--- config.mk ---
export PLATFORM = sky130hd
export DESIGN_NAME = uart_token_parser
export DESIGN_NICKNAME = d
export VERILOG_FILES = /design/src/rtl/uart_token_parser_pkg.sv /design/src/rtl/ascii_classifier.sv /design/src/rtl/uart_token_parser.sv
export SDC_FILE = /design/constraint.sdc
export NUM_CORES = 1
export LEC_CHECK = 0
export CORE_ASPECT_RATIO = 1.25
export CORE_UTILIZATION = 60
export DETAILED_ROUTE_END_ITERATION = 7
export PLACE_DENSITY = 0.9
export SYNTH_ARGS = -nofsm -noshare
export SYNTH_HDL_FRONTEND = slang
export SYNTH_SLANG_ARGS = --single-unit
--- constraint.sdc ---
create_clock -name clk -period 9.1 [get_ports clk]
set_input_delay 0.91 -clock clk [delete_from_list [all_inputs] [get_ports clk]]
set_output_delay 0.91 -clock clk [all_outputs]
set_load 0.03 [all_outputs]
--- src/rtl/uart_token_parser_pkg.sv ---
// Shared ASCII constants, error codes and parser state encoding for the UART
// text input path.
package uart_token_parser_pkg;

    localparam logic [7:0] ASCII_SPACE = 8'h20;
    localparam logic [7:0] ASCII_TAB   = 8'h09;
    localparam logic [7:0] ASCII_CR    = 8'h0D;
    localparam logic [7:0] ASCII_LF    = 8'h0A;
    localparam logic [7:0] ASCII_MINUS = 8'h2D;
    localparam logic [7:0] ASCII_ZERO  = 8'h30;
    localparam logic [7:0] ASCII_NINE  = 8'h39;

    localparam logic [2:0] ERR_NONE       = 3'd0;
    localparam logic [2:0] ERR_ILLEGAL    = 3'd1;
    localparam logic [2:0] ERR_DIGITS     = 3'd2;
    localparam logic [2:0] ERR_LONE_MINUS = 3'd3;
    localparam logic [2:0] ERR_OVERRUN    = 3'd4;

    typedef enum logic [1:0] {
        ST_IDLE,
        ST_SIGN,
        ST_DIGITS,
        ST_SKIP
    } parser_state_t;

endpackage

--- src/rtl/ascii_classifier.sv ---
// Combinational byte classifier shared by the token and command parsers.
module ascii_classifier
    import uart_token_parser_pkg::*;
(
    input  logic [7:0] rx_byte,
    output logic       is_digit,
    output logic       is_delim,
    output logic       is_eol,
    output logic       is_minus,
    output logic [3:0] digit_val
);

    // '0'..'9' are 0x30..0x39, so the low nibble is already the digit value.
    always_comb begin
        is_digit  = (rx_byte >= ASCII_ZERO) && (rx_byte <= ASCII_NINE);
        is_eol    = (rx_byte == ASCII_CR) || (rx_byte == ASCII_LF);
        is_delim  = (rx_byte == ASCII_SPACE) || (rx_byte == ASCII_TAB) || is_eol;
        is_minus  = (rx_byte == ASCII_MINUS);
        digit_val = is_digit ? rx_byte[3:0] : 4'd0;
    end

endmodule

--- src/rtl/uart_token_parser.sv ---
// Turns the UART byte stream into signed decimal tokens with an end-of-line
// flag, a valid/ready output holding register and error reporting.
module uart_token_parser
    import uart_token_parser_pkg::*;
#(
    parameter int DATA_W     = 32,
    parameter int MAX_DIGITS = 5
) (
    input  logic              clk,
    input  logic              rst,
    input  logic              i_clear,
    input  logic [7:0]        i_rx_data,
    input  logic              i_rx_valid,
    output logic [DATA_W-1:0] o_tok_value,
    output logic              o_tok_last,
    output logic              o_tok_valid,
    input  logic              i_tok_ready,
    output logic              o_err,
    output logic [2:0]        o_err_code,
    output logic              o_busy
);

    localparam int CNT_W = $clog2(MAX_DIGITS + 1);
    localparam logic [CNT_W-1:0] CNT_MAX = CNT_W'(MAX_DIGITS);

    parser_state_t     state, state_n;
    logic [DATA_W-1:0] acc, acc_n;
    logic [CNT_W-1:0]  cnt, cnt_n;
    logic              neg, neg_n;

    logic              is_digit, is_delim, is_eol, is_minus;
    logic [3:0]        digit_val;
    logic [DATA_W-1:0] digit_ext;
    logic [DATA_W-1:0] tok_new;

    logic              emit, overrun;
    logic              err_hit;
    logic [2:0]        err_hit_code;

    ascii_classifier u_classifier (
        .rx_byte   (i_rx_data),
        .is_digit  (is_digit),
        .is_delim  (is_delim),
        .is_eol    (is_eol),
        .is_minus  (is_minus),
        .digit_val (digit_val)
    );

    assign digit_ext = {{(DATA_W-4){1'b0}}, digit_val};
    assign tok_new   = neg ? -acc : acc;
    assign o_busy    = (state == ST_SIGN) || (state == ST_DIGITS);

    // Next-state, accumulator update and error/emit decisions for one byte.
    always_comb begin
        state_n      = state;
        acc_n        = acc;
        cnt_n        = cnt;
        neg_n        = neg;
        emit         = 1'b0;
        err_hit      = 1'b0;
        err_hit_code = ERR_NONE;

        if (i_rx_valid) begin
            case (state)
                ST_IDLE: begin
                    if (is_digit) begin
                        state_n = ST_DIGITS;
                        acc_n   = digit_ext;
                        cnt_n   = CNT_W'(1);
                    end else if (is_minus) begin
                        state_n = ST_SIGN;
                        neg_n   = 1'b1;
                    end else if (!is_delim) begin
                        state_n      = ST_SKIP;
                        err_hit      = 1'b1;
                        err_hit_code = ERR_ILLEGAL;
                    end
                end
                ST_SIGN: begin
                    if (is_digit) begin
                        state_n = ST_DIGITS;
                        acc_n   = digit_ext;
                        cnt_n   = CNT_W'(1);
                    end else if (is_delim) begin
                        state_n      = ST_IDLE;
                        neg_n        = 1'b0;
                        err_hit      = 1'b1;
                        err_hit_code = ERR_LONE_MINUS;
                    end else begin
                        state_n      = ST_SKIP;
                        neg_n        = 1'b0;
                        err_hit      = 1'b1;
                        err_hit_code = ERR_ILLEGAL;
                    end
                end
                ST_DIGITS: begin
                    if (is_digit && (cnt < CNT_MAX)) begin
                        acc_n = (acc << 3) + (acc << 1) + digit_ext;
                        cnt_n = cnt + 1'b1;
                    end else begin
                        acc_n = '0;
                        cnt_n = '0;
                        neg_n = 1'b0;
                        if (is_delim) begin
                            state_n = ST_IDLE;
                            emit    = 1'b1;
                        end else begin
                            state_n      = ST_SKIP;
                            err_hit      = 1'b1;
                            err_hit_code = is_digit ? ERR_DIGITS : ERR_ILLEGAL;
                        end
                    end
                end
                ST_SKIP: begin
                    if (is_delim) begin
                        state_n = ST_IDLE;
                    end
                end
                default: begin
                    state_n = ST_IDLE;
                end
            endcase
        end

        // A completed token only collides with a held token the consumer is refusing.
        overrun = emit && o_tok_valid && !i_tok_ready;
        if (overrun) begin
            err_hit      = 1'b1;
            err_hit_code = ERR_OVERRUN;
        end
    end

    // Parser state plus the output holding register; clear acts like reset.
    always_ff @(posedge clk) begin
        if (rst || i_clear) begin
            state       <= ST_IDLE;
            acc         <= '0;
            cnt         <= '0;
            neg         <= 1'b0;
            o_tok_value <= '0;
            o_tok_last  <= 1'b0;
            o_tok_valid <= 1'b0;
            o_err       <= 1'b0;
            o_err_code  <= ERR_NONE;
        end else begin
            state <= state_n;
            acc   <= acc_n;
            cnt   <= cnt_n;
            neg   <= neg_n;
            o_err <= err_hit;
            if (err_hit) begin
                o_err_code <= err_hit_code;
            end
            if (emit && !overrun) begin
                o_tok_value <= tok_new;
                o_tok_last  <= is_eol;
                o_tok_valid <= 1'b1;
            end else if (o_tok_valid && i_tok_ready) begin
                o_tok_valid <= 1'b0;
            end
        end
    end

endmodule

# Word level (Yosys, flattened, before mapping)
# Cells that the tools add are included.
dict set report word_totals {
  reg_bits 76
  output_inout_bits 39
  wordCells 98
}
dict set report op_classes {
  n_addsub 4
  order_cmp 3
  n_eq_ne 15
  n_mux 46
  reduce_logical 21
}
# cell n
set op_table {}
lappend op_table {{two-way mux 32 bit} 3}
lappend op_table {{case mux 32 bit (2 select lines)} 1}
lappend op_table {{adder 32 bit} 1}
lappend op_table {{adder 32 x 4 -> 32 bit} 1}
lappend op_table {{negation 32 bit} 1}
lappend op_table {{two-way mux 2 bit} 13}
lappend op_table {{equality test 8 x 4 -> 1 bit, second input constant} 3}
lappend op_table {{two-way mux 1 bit} 20}
lappend op_table {{equality test 8 x 6 -> 1 bit, second input constant} 2}
lappend op_table {{!= test 2 bit, second input constant} 5}
lappend op_table {{two-way mux 3 bit} 3}
lappend op_table {{greater-or-equal comparator 8 x 6 -> 1 bit, second input constant} 1}
lappend op_table {{<= comparator 8 x 6 -> 1 bit, second input constant} 1}
lappend op_table {{case mux 2 bit (4 select lines)} 1}
lappend op_table {{logical AND 1 bit} 6}
lappend op_table {{case mux 1 bit (3 select lines)} 2}
lappend op_table {{case mux 2 bit (3 select lines)} 1}
lappend op_table {{case mux 3 bit (2 select lines)} 1}
lappend op_table {{AND reduction 6 bit} 1}
lappend op_table {{logical OR 1 bit} 5}
lappend op_table {{equality test 2 bit, second input constant} 2}
lappend op_table {{two-way mux 4 bit} 1}
lappend op_table {{!= test 4 bit, second input constant} 1}
lappend op_table {{AND reduction 4 bit} 1}
lappend op_table {{other kinds (10)} 12}

# Depth between registers and ports, before layout
dict set report depth {
  depth_word 12
  mapped_depth 16
  mapped_depth_nobuf 15
}

# Cells and area by module
# A second synthesis with hierarchy kept.
dict set report unflattened {
  cells_unflattened 681
  hier_area_um2 5521.5
}
# mod instances cells_per_inst area_per_inst_um2
set modules_own_cells {}
lappend modules_own_cells {uart_token_parser 1 659 5383.9}
lappend modules_own_cells {ascii_classifier 1 22 137.6}

# Worst setup path before layout
# Ideal clock, no wire load.
dict set report synth_path {
  path_type {input-to-reg}
  startpoint {input port i_rx_data[7]}
  endpoint {register acc[27]}
  setup_time_ns 0.131
  t_arrival_ns 3.802
  required_time_ns 8.969
  setup_slack_ns 5.168
  cell_stages 15
  cell_sequence {nor3b_1 and3_1 buf_2 nand2_1 fa_1 inv_1 ha_1 a21oi_1 nand4b_1 a21oi_1 nor2_1 a21oi_1 a2111oi_0 mux2i_1 o22ai_1}
}
dict set report synth_between {
  elab_chain_cells 6
  word_cells_on_any_way 10
  cone_classes {add/sub (1); order compare (2); eq/ne (1); mux (3); reduce/logical (3)}
}
# element line_no
set synth_lines {}
lappend synth_lines {{start: declaration} uart_token_parser.sv:12} ;# input logic [7:0] i_rx_data,
lappend synth_lines {{greater-or-equal comparator 8 x 6 -> 1 bit or <= comparator 8 x 6 -> 1 bit (tied branches)} ascii_classifier.sv:15} ;# is_digit = (rx_byte >= ASCII_ZERO) && (rx_byte <= ASCII_NINE);
lappend synth_lines {{logical AND 1 bit (*)} ascii_classifier.sv:15}
lappend synth_lines {{two-way mux 4 bit} ascii_classifier.sv:19} ;# digit_val = is_digit ? rx_byte[3:0] : 4'd0;
lappend synth_lines {{adder 32 x 4 -> 32 bit} uart_token_parser.sv:98} ;# acc_n = (acc << 3) + (acc << 1) + digit_ext;
lappend synth_lines {{two-way mux 32 bit} uart_token_parser.sv:97} ;# if (is_digit && (cnt < CNT_MAX)) begin
lappend synth_lines {{case mux 32 bit (2 select lines)} uart_token_parser.sv:64} ;# case (state)
lappend synth_lines {{end signal: assignment} uart_token_parser.sv:147} ;# acc <= acc_n;
lappend synth_lines {{end: declaration} uart_token_parser.sv:27} ;# logic [DATA_W-1:0] acc, acc_n;
# Every way passes the cells marked *; elsewhere a longest branch is shown, timed or not.
# A chain may end at the register's enable or synchronous reset.

# Worst setup path after layout
dict set report layout_path {
  startpoint {input port i_rx_data[5]}
  endpoint {register acc[30]}
}
# Same word-level chain as after synthesis.

==> flow_summary_export.csv <==
group,metric,value,unit
setup_path,worst-path-buf-inv,2,
synth,syn_area,0.00575,mm^2
floorplanning,start_util,62.3,%
synth,synth.top_cell.area_share,26.5,%
synth,yosysTopAreaCell,"dfxtp_1",
timing,holdWs,0.454,ns
setup_path,r2r_start,"acc[0]",
clock_tree,clkTransAtPathRegs,0.06,ns
synth,postSynthCellCount,719,
setup_path,start_kind,"input port",
floorplanning,ios,52,
synth,syn_avg_cell_area,7.99,um^2
timing,clock_skew,0.00873,ns
detailed_routing,first_pass_iters,6,
floorplanning,core.rowCount,39,
floorplanning,die_w,89.5,um
floorplanning,die_area,0.00998,mm^2
finish,n_antenna_cell,0,
setup_path,rr_endpoint,"acc[30]",
clock_tree,tritoncts,"done",
timing,worstMarginPinSlew,1.19,ns
clock_tree,cts_sinks,76,
clock_tree,cts_resized,0,
global_route,grt_usage,32.7,%
status,status,"finished clean",
synth,synth_cell_types,63,
setup_path,reg2reg_slack,5.42,ns
setup_path,reg2reg_depth,12,
placement,numPortBuffers,51,
detailed_routing,routed_wl,15600,um
finish,num-fill-cells,667,
synth,synth_nets,799,
detailed_routing,drt_first_iter_violations,405,
timing,drv_slew,0,
timing,rsz0062_at_grt,"false",
synth,synth-seq-cells,76,
floorplanning,fp.coreArea,0.00922,mm^2
detailed_routing,route.detailed.drc,0,
setup_path,critPathMaxStageDelay,0.63,ns
placement,place_congestion,1.02,
global_route,grt_max_degree,63,
synth,ys_top_cells_by_area,"dfxtp_1, ha_1, xor2_1",
synth,synth_edf_count,0,
clock_tree,max-clock-path-buffers,2,
setup_path,cp.required,9.30,ns
setup_path,path_cells,"clkdlybuf4s50_1 > nor3b_1 > and3_1 > nand2_1 > fa_1 > inv_1 > ha_1 > nor2b_1 > o211ai_1 > a21oi_1 > a2111oi_1 > nor3_1 > a2111oi_2 > xor2_1 > o21ai_0",
setup_path,critPathMaxFanout,10,
finish,finalCoreUtilization,71.7,%
setup_path,endpoint_kind,"register",
clock_tree,cts-hold-fix-buffers,0,
hold_path,hp-class,"register to register",
run,maxCapViolCount,0,
power,cellPowerDensity,118,mW/mm^2
detailed_routing,vias,5633,
synth,seq_area_frac_synth,26.5,%
global_route,antenna_found_initial,0,
setup_path,critPathTopFamily,"compound AO/OA/AOI/OAI gates",
clock_tree,numCtsBuffers,9,
setup_path,cp.arrival,5.11,ns
detailed_routing,ant_nets,0,
timing,fmaxAchievable,0.203,GHz
timing,worst_slack,4.18,ns
synth,ys_warn_count,0,
finish,fin_nets,824,
finish,drive_above_1_share,4.27,%
synth,synth_flop_cell,"dfxtp_1",
setup_path,slowest_stage,"a2111oi_1",
global_route,grt_pass1_vias,5393,
hold_path,hold_path_depth,2,
placement,dp_hpwl,10900,um
global_route,grt_overflow,0,
timing,timing.final.hold_violations,0,
timing,finalSetupViolCount,0,
clock_tree,root_buffer,"clkbuf_16",
clock_tree,insertion_delay,0.35,ns
timing,fin_crit_sh,54.0,%
placement,pre_cts_slack,4.06,ns
clock_tree,h-tree-depth,3,
global_route,grt_pass1_wl,25700,um
finish,syn_to_final_growth,15.0,%
detailed_routing,wl_per_cell,17.9,um
power,finalPower,0.779,mW
hold_path,hp-start,"o_tok_last",
timing,relSlewSlack,20.5,%
clock_tree,postCtsSetupBuffers,0,
synth,async_reset_ff_share,0,%
setup_path,critPathKind,"input port to register",
power,ir_drop,0.0903,mV
hold_path,hold_path_end,"o_tok_last",
power,p_leak,2.92,nW
timing,period_minus_slack,4.92,ns
detailed_routing,via_per_inst,6.46,
timing,tns,0,ns
floorplanning,fp.dieH,111,um
area by class of cell:
class / count / area, um^2 / area share, %
Sequential cell: 76 / 1520 / 23.0
Tap cell: 123 / 154 / 2.33
Multi-Input combinational cell: 590 / 4020 / 60.8
Inverter: 13 / 48.8 / 0.738
Clock inverter: 7 / 106 / 1.61
Clock buffer: 9 / 225 / 3.41
Timing Repair Buffer: 54 / 533 / 8.07
flip-flops by register name (all words and copies together) (netlist names):
name and cells:
state 2, o_tok_last 1, o_err_code 3, cnt 3
o_tok_value 32, neg 1, o_err 1, o_tok_valid 1
acc 32
worst reg2reg max path, stage by stage (launching register included):
cell and delay (ns):
dfxtp_1 0.52, inv_1 0.14, fa_1 0.44, inv_1 0.07, ha_1 0.26, nor2b_1 0.17, o211ai_1 0.25, a21oi_1 0.15
a2111oi_1 0.63, nor3_1 0.21, a2111oi_2 0.42, xor2_1 0.17, o21ai_0 0.09
Yosys cell counts, drive strengths merged (9+ instances only):
library cell and count:
nand2 83, ha 65, o21ai 41, clkbuf 31
a21oi 59, mux2i 11, inv 13, buf 9
a211oi 29, a21o 24, a31oi 11, nand4 10
nor2 62, nor2b 12, nor3 22, xor2 37
dfxtp 76, xnor2 18, nand3 12, o31ai 12
logic make-up after synthesis:
logic type,after synthesis,share of synthesized area [%]
compound gates,212,24.1
flops,76,26.5
xor+xnor,55,8.38
simple gates,245,20.5
fa+ha+maj,67,14.8
mux,11,1.92
buf+inv,53,3.72
power by group:
group	total (mW)	internal (mW)	switching [mW]
combinational	0.0401	0.0148	0.0254
sequential	0.335	0.334	0.000881
clock	0.404	0.245	0.159
total	0.779	0.593	0.185
placed cells by master (no fill, tap or decap), drive strengths merged, types with 4 or more instances in the layout:
master,instances
a2111oi,4
a211oi,29
a21o,24
a21oi,59
a22oi,6
a31oi,11
and2,7
and3,6
clkbuf,9
clkdlybuf4s50,51
dfxtp,76
ha,65
inv,16
mux2i,11
nand2,83
nand2b,4
nand3,12
nand4,10
nor2,62
nor2b,12
nor3,22
nor3b,5
o21ai,41
o31ai,12
or2,4
or3,5
xnor2,18
xor2,37
metrics by stage:
stage	instance area [um^2]	cells
floorplan	5750	719
global placement	6280	856
detailed placement	6280	856
CTS	6610	872
global route	6610	872
finish	6610	872
worst max-delay path by stage:
stage | startpoint | end | slack, ns | cells after the start
after floorplan | i_rx_data[7] | acc[27] | 5.17 | 15
after global placement | i_rx_data[5] | acc[27] | 4.22 | 15
after detailed placement | i_rx_data[5] | acc[27] | 4.06 | 15
after CTS | i_rx_data[5] | acc[27] | 4.31 | 15
after global routing | i_rx_data[1] | acc[27] | 3.91 | 15
final | i_rx_data[5] | acc[30] | 4.18 | 15
layer usage:
metal | vias up | GRT usage (%) | share of wire [%] | wire, um
met4 | 0 | 16.7 | 4.1 | 644
met2 | 239 | 53.2 | 49 | 7590
li1 | 2659 | - | - | -
met1 | 2668 | 39.7 | 41 | 6380
met3 | 67 | 6.97 | 6.4 | 992
met5 | - | 0 | 0 | 0
Note: power is estimated with default switching activity, not from simulation.
